$ cat src/rtl/ucode_seq_if.sv
// ucode_seq_if -- signal bundle between a microcode sequencer and the
// rest of the core (control ROM, data bus, interrupt sources).
//
// Signals
//   rdy      1 = advance, 0 = stall
//   ucode    control word read from the synchronous ROM
//   DB       opcode from the data bus
//   cond     micro-branch condition
//   bank     bank select for sequencer-area targets
//   irq      level-sensitive interrupt request
//   I        interrupt mask
//   nmi      edge-triggered non-maskable interrupt
//   uaddr    next micro-address (to the ROM)
//   sync     opcode fetch in progress
//   we       registered write enable
//   irq_ack  one-cycle pulse when an IRQ vector is taken
//   nmi_ack  one-cycle pulse when an NMI vector is taken
//   fin_err  sticky finisher stack overflow/underflow flag
//
// Modports
//   master : core side; drives the inputs of the sequencer
//   slave  : the sequencer itself
interface ucode_seq_if #(
  parameter int AW  = 9,
  parameter int CW  = 31,
  parameter int OPW = 8
);
  logic           rdy;
  logic [CW-1:0]  ucode;
  logic [OPW-1:0] DB;
  logic           cond;
  logic           bank;
  logic           irq;
  logic           I;
  logic           nmi;
  logic [AW-1:0]  uaddr;
  logic           sync;
  logic           we;
  logic           irq_ack;
  logic           nmi_ack;
  logic           fin_err;

  modport master (
    output rdy, ucode, DB, cond, bank, irq, I, nmi,
    input  uaddr, sync, we, irq_ack, nmi_ack, fin_err
  );

  modport slave (
    input  rdy, ucode, DB, cond, bank, irq, I, nmi,
    output uaddr, sync, we, irq_ack, nmi_ack, fin_err
  );
endinterface

$ cat src/rtl/ucode_seq.sv
// ucode_seq -- microcode sequencer.
//
// Computes the next micro-address every cycle from the current control
// word. The address space is split in two halves: the lower half holds one
// entry per opcode, the upper half holds sequencer code (with a selectable
// bank bit). A small LIFO "finisher" stack lets microcode call a shared
// tail and return to a per-call finisher routine at FIN_BASE | index.
//
// Ports
//   clk    clock, single domain
//   reset  synchronous, active-high reset
//   bus    ucode_seq_if.slave: rdy, ucode, DB, cond, bank, irq, I, nmi in;
//          uaddr (combinational), sync, we, irq_ack, nmi_ack, fin_err out
//
// Control-word fields: seq selects the sequencing op, nxt is the in-area
// target, fin is the index pushed by CALL, ucode[WE_BIT] is the write enable.
// OPW must equal AW-1 so that {1'b0, DB} spans the opcode area.
module ucode_seq #(
  parameter int            AW        = 9,
  parameter int            CW        = 31,
  parameter int            OPW       = 8,
  parameter int            FW        = 5,
  parameter int            FDEPTH    = 2,
  parameter int            NXT_LSB   = 0,
  parameter int            FIN_LSB   = 10,
  parameter int            SEQ_LSB   = 22,
  parameter int            WE_BIT    = 28,
  parameter logic [AW-1:0] RESET_VEC = 9'h160,
  parameter logic [AW-1:0] IRQ_VEC   = 9'h168,
  parameter logic [AW-1:0] NMI_VEC   = 9'h16C,
  parameter logic [AW-1:0] FIN_BASE  = 9'h140
) (
  input logic        clk,
  input logic        reset,
  ucode_seq_if.slave bus
);

  localparam logic [2:0] SEQ_DECODE = 3'b000;
  localparam logic [2:0] SEQ_NEXT   = 3'b001;
  localparam logic [2:0] SEQ_FINISH = 3'b010;
  localparam logic [2:0] SEQ_CALL   = 3'b011;
  localparam logic [2:0] SEQ_BRANCH = 3'b100;
  localparam logic [2:0] SEQ_WAIT   = 3'b101;

  // Stack pointer counts entries 0..FDEPTH; IW indexes the entry array.
  localparam int SPW = $clog2(FDEPTH + 1);
  localparam int IW  = (FDEPTH > 1) ? $clog2(FDEPTH) : 1;

  // Registers
  logic [AW-1:0]  r_cur;
  logic           r_we;
  logic           r_nmi_q;
  logic           r_nmi_pend;
  logic           r_fin_err;
  logic [SPW-1:0] r_sp;
  logic [FW-1:0]  r_stk [FDEPTH];

  // Decoded fields and next-state wires
  logic [2:0]     w_seq;
  logic [AW-3:0]  w_nxt;
  logic [FW-1:0]  w_fin;
  logic [AW-1:0]  w_s_tgt;
  logic [AW-2:0]  w_low_inc;
  logic [AW-1:0]  w_inc_tgt;
  logic           w_empty;
  logic           w_full;
  logic [IW-1:0]  w_top;
  logic [IW-1:0]  w_wr;
  logic [FW-1:0]  w_pop_idx;
  logic           w_nmi_edge;
  logic [AW-1:0]  w_next;
  logic           w_dec;
  logic           w_push;
  logic           w_pop;
  logic           w_clr;
  logic           w_take_nmi;
  logic           w_take_irq;
  logic           w_unused_ucode;

  assign w_seq = bus.ucode[SEQ_LSB +: 3];
  assign w_nxt = bus.ucode[NXT_LSB +: AW-2];
  assign w_fin = bus.ucode[FIN_LSB +: FW];
  // Only some control-word bits belong to the sequencer; the rest drive
  // the datapath elsewhere.
  assign w_unused_ucode = ^bus.ucode;

  assign w_s_tgt   = {1'b1, bus.bank, w_nxt};
  // Sequential fall-through stays inside the sequencer half.
  assign w_low_inc = r_cur[AW-2:0] + (AW-1)'(1);
  assign w_inc_tgt = {1'b1, w_low_inc};

  assign w_empty   = (r_sp == '0);
  assign w_full    = (r_sp == SPW'(FDEPTH));
  assign w_top     = IW'(r_sp - SPW'(1));
  assign w_wr      = IW'(r_sp);
  // Underflow returns to finisher 0.
  assign w_pop_idx = w_empty ? '0 : r_stk[w_top];

  assign w_nmi_edge = bus.nmi & ~r_nmi_q;

  always_comb begin
    w_next     = r_cur;
    w_dec      = 1'b0;
    w_push     = 1'b0;
    w_pop      = 1'b0;
    w_clr      = 1'b0;
    w_take_nmi = 1'b0;
    w_take_irq = 1'b0;
    case (w_seq)
      SEQ_DECODE: w_dec = 1'b1;
      SEQ_NEXT:   w_next = w_s_tgt;
      SEQ_FINISH: begin
        w_pop  = 1'b1;
        w_next = FIN_BASE | AW'(w_pop_idx);
      end
      SEQ_CALL: begin
        w_push = 1'b1;
        w_next = w_s_tgt;
      end
      SEQ_BRANCH: w_next = bus.cond ? w_s_tgt : w_inc_tgt;
      // WAIT wakes on any irq regardless of I, then dispatches like DECODE
      // (where I does apply), so a masked irq falls through to the opcode.
      SEQ_WAIT: begin
        if (r_nmi_pend | bus.irq) w_dec = 1'b1;
      end
      default:    w_next = w_s_tgt;
    endcase
    if (w_dec) begin
      w_clr = 1'b1;
      if (r_nmi_pend) begin
        w_take_nmi = 1'b1;
        w_next     = NMI_VEC;
      end else if (bus.irq & ~bus.I) begin
        w_take_irq = 1'b1;
        w_next     = IRQ_VEC;
      end else begin
        w_next = {1'b0, bus.DB};
      end
    end
  end

  assign bus.uaddr   = reset ? RESET_VEC : (bus.rdy ? w_next : r_cur);
  assign bus.sync    = bus.rdy & (w_seq == SEQ_DECODE);
  assign bus.we      = r_we;
  assign bus.nmi_ack = ~reset & bus.rdy & w_take_nmi;
  assign bus.irq_ack = ~reset & bus.rdy & w_take_irq;
  assign bus.fin_err = r_fin_err;

  // Control state: address, write enable, NMI detection, stack pointer.
  always_ff @(posedge clk) begin
    if (reset) begin
      r_cur      <= RESET_VEC;
      r_we       <= 1'b0;
      r_nmi_q    <= 1'b0;
      r_nmi_pend <= 1'b0;
      r_fin_err  <= 1'b0;
      r_sp       <= '0;
    end else begin
      // Edge detection keeps running through stalls.
      r_nmi_q <= bus.nmi;
      // A fresh edge beats the clear from taking the previous NMI.
      if (w_nmi_edge) r_nmi_pend <= 1'b1;
      else if (bus.rdy & w_take_nmi) r_nmi_pend <= 1'b0;

      if (bus.rdy) begin
        r_cur <= w_next;
        r_we  <= bus.ucode[WE_BIT];
        if (w_clr) begin
          r_sp <= '0;
        end else if (w_push) begin
          if (w_full) r_fin_err <= 1'b1;
          else        r_sp      <= r_sp + SPW'(1);
        end else if (w_pop) begin
          if (w_empty) r_fin_err <= 1'b1;
          else         r_sp      <= r_sp - SPW'(1);
        end
      end
    end
  end

  // Stack contents: on overflow the oldest entry shifts out at the bottom.
  always_ff @(posedge clk) begin
    if (~reset & bus.rdy & ~w_clr & w_push) begin
      if (w_full) begin
        for (int k = 0; k < FDEPTH - 1; k++) r_stk[k] <= r_stk[k+1];
        r_stk[FDEPTH-1] <= w_fin;
      end else begin
        r_stk[w_wr] <= w_fin;
      end
    end
  end

endmodule

$ cat src/flat_wrapper.sv
// flat-port wrapper written by rule: the top's interface ports become plain ports
module ucode_seq_flat 
#(
  parameter int            AW        = 9,
  parameter int            CW        = 31,
  parameter int            OPW       = 8,
  parameter int            FW        = 5,
  parameter int            FDEPTH    = 2,
  parameter int            NXT_LSB   = 0,
  parameter int            FIN_LSB   = 10,
  parameter int            SEQ_LSB   = 22,
  parameter int            WE_BIT    = 28,
  parameter logic [AW-1:0] RESET_VEC = 9'h160,
  parameter logic [AW-1:0] IRQ_VEC   = 9'h168,
  parameter logic [AW-1:0] NMI_VEC   = 9'h16C,
  parameter logic [AW-1:0] FIN_BASE  = 9'h140
)
  (clk, reset, bus_rdy, bus_ucode, bus_DB, bus_cond, bus_bank, bus_irq, bus_I, bus_nmi, bus_uaddr, bus_sync, bus_we, bus_irq_ack, bus_nmi_ack, bus_fin_err);
  ucode_seq_if #(.AW(AW), .CW(CW), .OPW(OPW)) bus_i ();
  input logic clk;
  input logic reset;
  input wire logic [$bits(bus_i.rdy)-1:0] bus_rdy;
  input wire logic [$bits(bus_i.ucode)-1:0] bus_ucode;
  input wire logic [$bits(bus_i.DB)-1:0] bus_DB;
  input wire logic [$bits(bus_i.cond)-1:0] bus_cond;
  input wire logic [$bits(bus_i.bank)-1:0] bus_bank;
  input wire logic [$bits(bus_i.irq)-1:0] bus_irq;
  input wire logic [$bits(bus_i.I)-1:0] bus_I;
  input wire logic [$bits(bus_i.nmi)-1:0] bus_nmi;
  output wire logic [$bits(bus_i.uaddr)-1:0] bus_uaddr;
  output wire logic [$bits(bus_i.sync)-1:0] bus_sync;
  output wire logic [$bits(bus_i.we)-1:0] bus_we;
  output wire logic [$bits(bus_i.irq_ack)-1:0] bus_irq_ack;
  output wire logic [$bits(bus_i.nmi_ack)-1:0] bus_nmi_ack;
  output wire logic [$bits(bus_i.fin_err)-1:0] bus_fin_err;
  assign bus_i.rdy = bus_rdy;
  assign bus_i.ucode = bus_ucode;
  assign bus_i.DB = bus_DB;
  assign bus_i.cond = bus_cond;
  assign bus_i.bank = bus_bank;
  assign bus_i.irq = bus_irq;
  assign bus_i.I = bus_I;
  assign bus_i.nmi = bus_nmi;
  assign bus_uaddr = bus_i.uaddr;
  assign bus_sync = bus_i.sync;
  assign bus_we = bus_i.we;
  assign bus_irq_ack = bus_i.irq_ack;
  assign bus_nmi_ack = bus_i.nmi_ack;
  assign bus_fin_err = bus_i.fin_err;
  ucode_seq #(.AW(AW), .CW(CW), .OPW(OPW), .FW(FW), .FDEPTH(FDEPTH), .NXT_LSB(NXT_LSB), .FIN_LSB(FIN_LSB), .SEQ_LSB(SEQ_LSB), .WE_BIT(WE_BIT), .RESET_VEC(RESET_VEC), .IRQ_VEC(IRQ_VEC), .NMI_VEC(NMI_VEC), .FIN_BASE(FIN_BASE)) u_core (.clk(clk), .reset(reset), .bus(bus_i));
endmodule
$ cat config.mk
export PLATFORM = sky130hd
export DESIGN_NAME = ucode_seq_flat
export DESIGN_NICKNAME = d
export VERILOG_FILES = /design/src/rtl/ucode_seq_if.sv /design/src/rtl/ucode_seq.sv /design/src/flat_wrapper.sv
export SDC_FILE = /design/constraint.sdc
export NUM_CORES = 1
export LEC_CHECK = 0
export CORE_UTILIZATION = 48
export CTS_BUF_LIST = sky130_fd_sc_hd__clkbuf_8
export CTS_CLUSTER_DIAMETER = 40
export DETAILED_ROUTE_END_ITERATION = 6
export PLACE_DENSITY_LB_ADDON = 0.05
export SLEW_MARGIN = 20
export SYNTH_ARGS = -nofsm -noshare
export SYNTH_HDL_FRONTEND = slang
export SYNTH_SLANG_ARGS = --single-unit
$ cat constraint.sdc
create_clock -name clk -period 4.1 [get_ports clk]
set_clock_uncertainty 0.15 [all_clocks]
set_input_delay 1.23 -clock clk [delete_from_list [all_inputs] [get_ports clk]]
set_output_delay 1.23 -clock clk [all_outputs]
set_load 0.05 [all_outputs]
==> impl_metrics.env, run 1 <==
export IMPL_status="finished with violations"
export IMPL_violations="negative setup slack"
export IMPL_drt_iter0_drc=570
export IMPL_fin_ws_ns=-0.330
export IMPL_vias=2792
export IMPL_period_share=1.08
export IMPL_reg2reg_to="u_core.r_cur[5]$_DFF_P_"
export IMPL_min_path_type="reg2reg"
export IMPL_initial_core_util=0.510
export IMPL_drtAntennaViolNets=0
export IMPL_timing_fmax_ghz=0.226
export IMPL_ios=61
export IMPL_cp_cell_sequence="dlygate4sd2_1 -> o211ai_1 -> buf_4 -> a21o_1 -> buf_6 -> o211ai_1 -> o211ai_1 -> clkbuf_16"
export IMPL_drc_errors=0
export IMPL_multi_input_area_mm2=0.00148
export IMPL_utilization=0.938
export IMPL_setup_viol=10
export IMPL_slew_headroom=0.661
export IMPL_yosysMostFrequentCell="nor2_1"
export IMPL_first_pass_iters=5
export IMPL_crit_arrival_ns=3.05
export IMPL_numClockSinks=25
export IMPL_synthCells=223
export IMPL_critPathLaunchType="input port"
export IMPL_swShare=0.377
export IMPL_port_buffers=45
export IMPL_wire_per_inst_um=27.5
export IMPL_nNetsFinal=390
export IMPL_crit_required_ns=2.72
export IMPL_period_needed_ns=4.43
export IMPL_grt_overflow=0
export IMPL_cp_slowest_cell="o211ai_1"
export IMPL_cts_root_buffer="clkbuf_8"
export IMPL_worst_slew_pin_slew_ns=0.508
export IMPL_syn_nets=273
export IMPL_tritoncts="yes"
export IMPL_viasPerCell=7.21
export IMPL_synth_distinct_cells=59
export IMPL_reg2reg_depth=19
export IMPL_min_from="u_core.r_nmi_q$_SDFF_PP0_"
export IMPL_htree_levels=1
export IMPL_grt_pass1_vias=2294
export IMPL_maxCapViolations=0
export IMPL_die_y_um=65.1
export IMPL_seq_area_frac_synth=0.315
export IMPL_drive_gt1_frac=0.457
export IMPL_synth_seq_cells=25
export IMPL_drt_wl_total_um=10600
export IMPL_grt_max_degree=18
export IMPL_reg2reg_setup_slack_ns=0.25
export IMPL_synth_edff_count=10
export IMPL_critical_path_max_fanout=3
export IMPL_ys_async_sr_fraction=0
export IMPL_grt_pass1_wl_um=11600
export IMPL_die_w_um=65.1
export IMPL_vdd_ir_drop_worst_v=0.000294
export IMPL_path_class="in2out"
export IMPL_netlist_area_mm2=0.00191
export IMPL_cts_buffers=3
export IMPL_hold_path_cell_count=2
export IMPL_placed_cells=335
export IMPL_core_rowCount=22
export IMPL_synth_common_cells="nor2_1, dfxtp_1, a21oi_1, inv_1, nand2_1"
export IMPL_ctsLongestPathBuffers=2
export IMPL_synth_largest_area_cell="dfxtp_1"
export IMPL_avgSynthCellArea_um2=8.56
export IMPL_comb_power_share=0.454
export IMPL_dp_hpwl_um=4290
export IMPL_p_switching_w=0.000326
export IMPL_min_to="u_core.r_nmi_pend$_SDFFE_PP0P_"
export IMPL_cpMostUsedCell="o211ai_1"
export IMPL_slowest_delay_ns=0.41
export IMPL_p_int_w=0.000538
export IMPL_drv_slew=0
export IMPL_dieArea_mm2=0.00423
export IMPL_nFillCells=115
export IMPL_ys_top_cells_by_area="dfxtp_1, edfxtp_1, mux2_2"
export IMPL_hold_buffers=0
export IMPL_synth_top_area_share=0.157
export IMPL_r2r_start="u_core.r_cur[0]$_DFF_P_"
export IMPL_synthFlopType="dfxtp_1"
export IMPL_gp_congestion=0.977
export IMPL_power_per_cell_area_mw_per_mm2=246
export IMPL_clk_latency_ns=0.30
export IMPL_fin_cells=387
export IMPL_rsz0062_at_grt="true"
export IMPL_end_kind="output pin"
export IMPL_dpl_worst_slack_ns=-0.580
export IMPL_area_growth_syn_to_layout_pct=83.8
export IMPL_core_area_mm2=0.00374
export IMPL_grt_usage=0.366
export IMPL_finalHoldViolCount=0
export IMPL_antenna_found_initial=1
export IMPL_clockPowerShare=0.203
export IMPL_diodes=0
export IMPL_yosys_warnings=0
export IMPL_clkTransAtPathRegs_ns=0.10
export IMPL_sequentialPowerShare=0.342
export IMPL_final_seq_area_um2=601
export IMPL_p_leak_nw=1.45
-- layout make-up --
| class | instances | area share |
|---|---|---|
| inverters | 11 | 0.0118 |
| flip-flops and latches | 25 | 0.171 |
| well taps | 48 | 0.0171 |
| clock inverters | 1 | 0.00250 |
| repair buffers | 131 | 0.365 |
| multi-input cells | 168 | 0.421 |
| clock buffers | 3 | 0.0118 |
-- flip-flops by register name, summed over array words and instances (netlist names) --
| name | count |
|---|---|
| u_core.r_stk | 10 |
| u_core.bus.we | 1 |
| u_core.r_nmi_q | 1 |
| u_core.r_sp | 2 |
| u_core.r_cur | 9 |
| u_core.bus.fin_err | 1 |
| u_core.r_nmi_pend | 1 |
-- kinds of logic (layout without fill, tap and decap cells) --
kind of cell | after synthesis | count (layout) | share of synthesized area
buffers and inverters | 30 | 146 | 0.0734
XOR/XNOR | 3 | 3 | 0.0138
flip-flops | 25 | 25 | 0.315
adder cells (fa/ha/maj) | 3 | 3 | 0.0197
AND/OR/NAND/NOR | 78 | 78 | 0.230
AO/OA/AOI/OAI | 70 | 70 | 0.271
multiplexers | 14 | 14 | 0.0780
-- worst max-delay path, delay by kind of cell --
kind | cells | cell delay [ns]
AOI/OAI and AO/OA | 4 | 1.01
buffers and inverters | 4 | 0.81
-- placed cells by master, fill, tap and decap left out, types with 3 or more instances in the layout --
| cell type | count |
|---|---|
| o32ai_4 | 4 |
| inv_1 | 11 |
| a31oi_1 | 3 |
| dlygate4sd2_1 | 3 |
| edfxtp_1 | 10 |
| nor2b_1 | 6 |
| nor4_4 | 4 |
| a21o_1 | 4 |
| nor2_1 | 14 |
| ha_1 | 3 |
| nor3_2 | 3 |
| nor2_2 | 3 |
| nand3_1 | 5 |
| nand2_1 | 11 |
| o211ai_1 | 7 |
| o21ai_0 | 6 |
| clkdlybuf4s50_1 | 24 |
| mux2_2 | 7 |
| nor2b_2 | 3 |
| mux2i_1 | 7 |
| dfxtp_1 | 15 |
| buf_12 | 9 |
| buf_6 | 13 |
| o211a_1 | 3 |
| buf_8 | 3 |
| a21oi_1 | 10 |
| buf_4 | 75 |
| clkbuf_8 | 3 |
| nand2b_1 | 8 |
-- power groups by stage --
stage	registers, W	clock network [W]	logic [W]
floorplan	0.000289	0	0.000151
global placement	0.000292	0	0.000264
detailed placement	0.000292	0	0.000269
CTS	0.000288	0.000166	0.000326
global route	0.000295	0.000188	0.000404
finish	0.000296	0.000176	0.000393
-- what timing repair did --
| item | CTS | global route |
|---|---|---|
| gates resized for setup | 54 | 35 |
| pin swaps | 17 | 24 |
| setup endpoints to repair | 11 | 11 |
| cloned | 1 | 0 |
| buffers inserted | 35 | 15 |
-- worst max-delay path by stage --
stage | start | end | cells after the start
finish | bus_irq | bus_uaddr[6] | 8
CTS | bus_ucode[23] | bus_uaddr[5] | 7
floorplan | bus_ucode[23] | bus_uaddr[7] | 5
global placement | bus_ucode[22] | bus_uaddr[1] | 7
global route | bus_irq | bus_uaddr[6] | 8
detailed placement | bus_ucode[22] | bus_uaddr[1] | 7
-- stage by stage --
step                      hold WS (ns)  cell area [um^2]  setup TNS [ns]  power, W
after global routing             0.406              3510           -1.57  0.000887
after detailed placement         0.330              2820           -5.33  0.000561
after CTS                        0.345              3290          -0.166  0.000780
final                            0.382              3510           -1.52  0.000864
after floorplan                  0.312              2020          -0.639  0.000439
after global placement           0.307              2820           -5.11  0.000557
-- per-layer routing --
layer,routed length (um),GRT usage
met1,3580,0.427
met2,4810,0.630
met3,1360,0.0651
met4,882,0.196
met5,0,0
Note: power is estimated with default switching activity, not from simulation.
==> run 2, diff against run 1 <==
Settings changed: CORE_MARGIN from default to 5, SKIP_LAST_GASP from default to 1.
==> run 2 against run 1 <==
The flow still finishes with violations (negative setup slack). Clock-buffer cell count unchanged. Via count decreased by 21%. Clock power fell by 9%. Non-clock buffer count shrank 34. First-iteration DRC count down 69%. Die area is 26% higher. Final cell count fell by 8.3%. Critical path type unchanged.
==> impl_metrics.env, run 2 (synthesis results as in run 1) <==
export IMPL_dieArea_mm2=0.00534
export IMPL_crit_arrival_ns=2.81
export IMPL_clkTransAtPathRegs_ns=0.10
export IMPL_htree_levels=1
export IMPL_vdd_ir_drop_worst_v=0.000166
export IMPL_drv_slew=0
export IMPL_tritoncts="yes"
export IMPL_die_w_um=73.1
export IMPL_diodes=0
export IMPL_ios=61
export IMPL_drtAntennaViolNets=0
export IMPL_drive_gt1_frac=0.384
export IMPL_p_leak_nw=1.28
export IMPL_top_regs="u_core.r_stk x10, u_core.r_cur x9, u_core.r_sp x2"
export IMPL_core_rowCount=23
export IMPL_gp_congestion=0.898
export IMPL_clk_latency_ns=0.27
export IMPL_violations="negative setup slack"
export IMPL_dpl_worst_slack_ns=-0.534
export IMPL_antenna_found_initial=0
export IMPL_reg2reg_setup_slack_ns=1.58
export IMPL_grt_overflow=0
export IMPL_drt_iter0_drc=174
export IMPL_min_path_type="reg2reg"
export IMPL_viasPerCell=6.20
export IMPL_fin_cells=355
export IMPL_vias=2201
export IMPL_period_needed_ns=4.19
export IMPL_multi_input_area_mm2=0.00146
export IMPL_crit_required_ns=2.72
export IMPL_wire_per_inst_um=18.3
export IMPL_fin_area_mm2=0.00320
export IMPL_final_cell_mix="buf_4, clkdlybuf4s50_1, nor2_1, dfxtp_1"
export IMPL_first_pass_iters=5
export IMPL_core_area_mm2=0.00391
export IMPL_grt_pass1_vias=2164
export IMPL_cts_buffers=3
export IMPL_rsz0062_at_grt="true"
export IMPL_cts_root_buffer="clkbuf_8"
export IMPL_nNetsFinal=356
export IMPL_final_seq_area_um2=601
export IMPL_ctsLongestPathBuffers=2
export IMPL_hold_buffers=0
export IMPL_critical_path_max_fanout=5
export IMPL_timing_fmax_ghz=0.239
export IMPL_drt_wl_total_um=6510
export IMPL_placed_cells=341
export IMPL_area_growth_syn_to_layout_pct=67.8
export IMPL_drc_errors=0
export IMPL_slew_headroom=0.641
export IMPL_critPathLaunchType="input port"
export IMPL_largest_register_ff_count=10
export IMPL_path_class="in2out"
export IMPL_grt_max_degree=21
export IMPL_finalPower_w=0.000764
export IMPL_place_area_mm2=0.00285
export IMPL_end_kind="output pin"
export IMPL_worst_slew_pin_slew_ns=0.539
export IMPL_layout_commonest_cell="buf_4"
export IMPL_status="finished with violations"
export IMPL_grt_usage=0.241
export IMPL_die_y_um=73.1
export IMPL_period_share=1.02
export IMPL_fin_ws_ns=-0.0904
export IMPL_initial_core_util=0.488
export IMPL_largest_register="u_core.r_stk"
export IMPL_numClockSinks=25
export IMPL_nFillCells=240
export IMPL_power_per_cell_area_mw_per_mm2=239
export IMPL_setup_viol=7
export IMPL_grt_pass1_wl_um=10200
export IMPL_maxCapViolations=0
export IMPL_dp_hpwl_um=4510
export IMPL_port_buffers=45
export IMPL_utilization=0.819
export IMPL_finalHoldViolCount=0
## run 2: layer usage
layer	global-route usage	vias to the layer above	part of all wire
li1	-	1012	-
met1	0.309	1058	0.41
met2	0.421	113	0.49
met3	0.0289	18	0.076
met4	0.0717	0	0.028
met5	0	-	0
## run 2: final timing paths
check | start | end | depth (start not counted)
hold reg to reg | u_core.bus.fin_err$_SDFFE_PP0P_ | u_core.bus.fin_err$_SDFFE_PP0P_ | 2
setup reg to reg | u_core.r_sp[0]$_SDFFE_PP0P_ | u_core.r_cur[4]$_DFF_P_ | 8
hold / removal | u_core.bus.fin_err$_SDFFE_PP0P_ | u_core.bus.fin_err$_SDFFE_PP0P_ | 2
setup / recovery | bus_ucode[24] | bus_uaddr[4] | 8
## run 2: final cells by class
| type | count | share of cell area |
|---|---|---|
| multi-input combinational | 168 | 0.454 |
| tap | 50 | 0.0195 |
| inverter | 11 | 0.0129 |
| timing repair buffer | 97 | 0.310 |
| clock inverter | 1 | 0.00273 |
| clock buffer | 3 | 0.0129 |
| sequential | 25 | 0.187 |
## run 2: critical path: stages
cell and delay, ns:
buf_2 0.13, buf_6 0.14, or4b_4 0.60, nor2_4 0.14, a311oi_2 0.06, buf_4 0.16
o32ai_4 0.16, buf_12 0.18
## run 2: metrics by stage
step / hold WS (ns) / TNS, ns
2_1_floorplan: 0.312 / -0.639
3_3_place_gp: 0.299 / -4.43
3_5_place_dp: 0.310 / -4.52
4_1_cts: 0.335 / -0.458
5_1_grt: 0.388 / -0.771
6_report: 0.329 / -0.396
## run 2: repair_timing
item,CTS,global route
pin swaps,18,9
setup endpoints to repair,11,9
resized for setup,46,21
setup buffers,8,2
## run 2: where the power goes
| group | internal [W] | leakage (nW) | total, W | switching, W |
|---|---|---|---|---|
| sequential | 0.000270 | 0.214 | 0.000292 | 0.0000223 |
| combinational | 0.000161 | 1.04 | 0.000312 | 0.000151 |
| clock | 0.0000713 | 0.0261 | 0.000160 | 0.0000889 |
| total | 0.000502 | 1.28 | 0.000764 | 0.000262 |
==> run 3, diff against run 2 <==
Settings changed: ABC_AREA from default to 1, CORE_UTILIZATION 48 to 47, GPL_TIMING_DRIVEN from default to 0.
==> run 3 against run 2 <==
The run now ends clean. Register-to-register slack better by 0.38 ns. Synthesized cell count is 22% higher. Non-clock buffer count is 43 lower. Sequential share of layout area is 6.2 points higher. Combinational power is 34% lower. Utilization is 15 points lower. Global-route usage is 4.8 points lower. Setup slack better by 0.16 ns. Largest power group is now registers.
==> impl_metrics.env, run 3 <==
export IMPL_synthFlopType="dfxtp_1"
export IMPL_yosys_warnings=0
export IMPL_initial_core_util=0.477
export IMPL_crit_required_ns=2.72
export IMPL_vias=1865
export IMPL_drive_gt1_frac=0.166
export IMPL_critical_path_max_fanout=10
export IMPL_largest_register_ff_count=10
export IMPL_drt_wl_total_um=4770
export IMPL_dieArea_mm2=0.00497
export IMPL_die_w_um=70.5
export IMPL_timing_hold_ws_ns=0.264
export IMPL_port_buffers=43
export IMPL_syn_nets=323
export IMPL_drv_slew=0
export IMPL_min_path_type="reg2reg"
export IMPL_drc_errors=0
export IMPL_clkTransAtPathRegs_ns=0.09
export IMPL_core_area_mm2=0.00361
export IMPL_worst_slew_pin_slew_ns=0.495
export IMPL_gp_congestion=0.892
export IMPL_seq_area_frac_synth=0.349
export IMPL_cts_buffers=3
export IMPL_path_class="in2out"
export IMPL_rsz0062_at_grt="true"
export IMPL_end_kind="output pin"
export IMPL_vdd_ir_drop_worst_v=0.000201
export IMPL_synth_seq_cells=25
export IMPL_critPathTopFamily="buffers and inverters"
export IMPL_layout_commonest_cell="nand2_1"
export IMPL_period_share=0.982
export IMPL_avgSynthCellArea_um2=6.30
export IMPL_synth_common_cells="nand2_1, inv_1, nor2_1"
export IMPL_ctsLongestPathBuffers=2
export IMPL_ys_top_cells_by_area="nand2_1, dfxtp_1, edfxtp_1"
export IMPL_fin_cells=374
export IMPL_final_cell_mix="nand2_1, inv_1, clkdlybuf4s50_1, a21oi_1, nor2_1"
export IMPL_crit_buf_inv=3
export IMPL_synth_distinct_cells=26
export IMPL_slowest_delay_ns=0.53
export IMPL_core_rowCount=22
export IMPL_cpMostUsedCell="nor2_1"
export IMPL_diodes=0
export IMPL_htree_levels=1
export IMPL_synth_top_area_share=0.209
export IMPL_antenna_found_initial=0
export IMPL_finalPower_w=0.000645
export IMPL_cp_slowest_cell="clkdlybuf4s50_1"
export IMPL_clk_latency_ns=0.28
export IMPL_final_seq_area_um2=601
export IMPL_grt_pass1_wl_um=7660
export IMPL_critPathLaunchType="input port"
export IMPL_crit_arrival_ns=2.65
export IMPL_top_regs="u_core.r_stk x10, u_core.r_cur x9, u_core.r_sp x2"
export IMPL_cp_cell_sequence="clkdlybuf4s50_1 -> clkbuf_2 -> nor2_1 -> nor2_1 -> o31ai_1 -> nor2_1 -> buf_4"
export IMPL_power_per_cell_area_mw_per_mm2=268
export IMPL_dp_hpwl_um=3570
export IMPL_finalHoldViolCount=0
export IMPL_synth_largest_area_cell="nand2_1"
export IMPL_ys_async_sr_fraction=0
export IMPL_slew_headroom=0.669
export IMPL_tritoncts="yes"
export IMPL_largest_register="u_core.r_stk"
export IMPL_timing_fmax_ghz=0.248
export IMPL_grt_usage=0.194
export IMPL_yosysMostFrequentCell="nand2_1"
export IMPL_grt_overflow=0
export IMPL_grt_pass1_vias=1752
export IMPL_drtAntennaViolNets=0
export IMPL_viasPerCell=4.99
export IMPL_maxCapViolations=0
export IMPL_nFillCells=328
export IMPL_placed_cells=364
export IMPL_area_growth_syn_to_layout_pct=39.7
export IMPL_ios=61
export IMPL_die_y_um=70.5
export IMPL_status="finished, final reports clean"
export IMPL_nNetsFinal=377
export IMPL_wire_per_inst_um=12.8
export IMPL_cts_root_buffer="clkbuf_8"
export IMPL_setup_viol=0
export IMPL_period_needed_ns=4.03
export IMPL_synthCells=273
export IMPL_multi_input_area_mm2=0.00106
export IMPL_numClockSinks=25
export IMPL_grt_max_degree=16
export IMPL_first_pass_iters=4
export IMPL_netlist_area_mm2=0.00172
export IMPL_synth_edff_count=10
export IMPL_p_leak_nw=1.12
export IMPL_drt_iter0_drc=124
## run 3: cell types whose count changed after synthesis, moves of 7 or more
| cell | previous run | this run |
|---|---|---|
| nand2b_1 | 9 | 0 |
| nand3_1 | 5 | 12 |
| inv_1 | 11 | 38 |
| nor2_1 | 18 | 29 |
| nor2b_1 | 8 | 0 |
| mux2_2 | 7 | 0 |
| mux2i_1 | 7 | 0 |
| a21oi_1 | 11 | 28 |
| nand2_1 | 11 | 96 |
## run 3: through the flow
stage / util / instance area (um^2) / TNS, ns / setup WS [ns]
after floorplan: - / 1750 / 0 / 0.0859
after global placement: 0.620 / 2240 / -10.13 / -1.02
after detailed placement: 0.620 / 2240 / -10.11 / -0.988
after CTS: 0.658 / 2370 / -0.0244 / -0.0234
after global routing: 0.667 / 2400 / -0.0551 / -0.0365
final: 0.667 / 2400 / 0 / 0.0723
## run 3: timing repair
action | CTS | global route
endpoints found under the setup margin | 12 | 12
hold buffers | 0 | 0
setup buffers | 5 | 1
pin swaps | 4 | 3
resized for setup | 93 | 18
## run 3: final timing paths
check	from	to	slack (ns)	depth (start not counted)
min	u_core.r_nmi_q$_SDFF_PP0_	u_core.r_nmi_pend$_SDFFE_PP0P_	0.26	1
max	bus_rdy	bus_uaddr[3]	0.07	7
min reg2reg	u_core.r_nmi_q$_SDFF_PP0_	u_core.r_nmi_pend$_SDFFE_PP0P_	0.26	1
max reg2reg	u_core.r_sp[0]$_SDFFE_PP0P_	u_core.r_stk[0][1]$_DFFE_PP_	1.96	8
## run 3: cell type report
type / count / share of cell area
inverter: 39 / 0.0609
multi-input combinational: 204 / 0.440
buffer: 5 / 0.00937
sequential: 25 / 0.250
timing repair buffer: 49 / 0.194
tap: 48 / 0.0250
clock buffer: 3 / 0.0172
clock inverter: 1 / 0.00312
## run 3: power breakdown
part / switching, W / total [W] / leakage [nW] / internal, W
clock network: 0.0000860 / 0.000155 / 0.0217 / 0.0000691
registers: 0.0000137 / 0.000284 / 0.214 / 0.000270
logic: 0.000125 / 0.000207 / 0.880 / 0.0000820
total: 0.000224 / 0.000645 / 1.12 / 0.000421
## run 3: kinds of logic (layout without fill, tap and decap cells)
group | Yosys count | count (layout) | share of synthesized area
adders and majority gates | 3 | 3 | 0.0218
and+or+nand+nor | 145 | 145 | 0.343
xor gates and xnor gates | 4 | 4 | 0.0204
DFF | 25 | 25 | 0.349
AOI/OAI and AO/OA | 52 | 52 | 0.169
buffers and inverters | 44 | 97 | 0.0967
## run 3: routing by layer
metal / routed length (um) / vias up / GRT usage
li1: - / 984 / -
met1: 2120 / 835 / 0.219
met2: 2360 / 38 / 0.336
met4: 102 / 0 / 0.109
met3: 189 / 8 / 0.0417
met5: 0 / - / 0
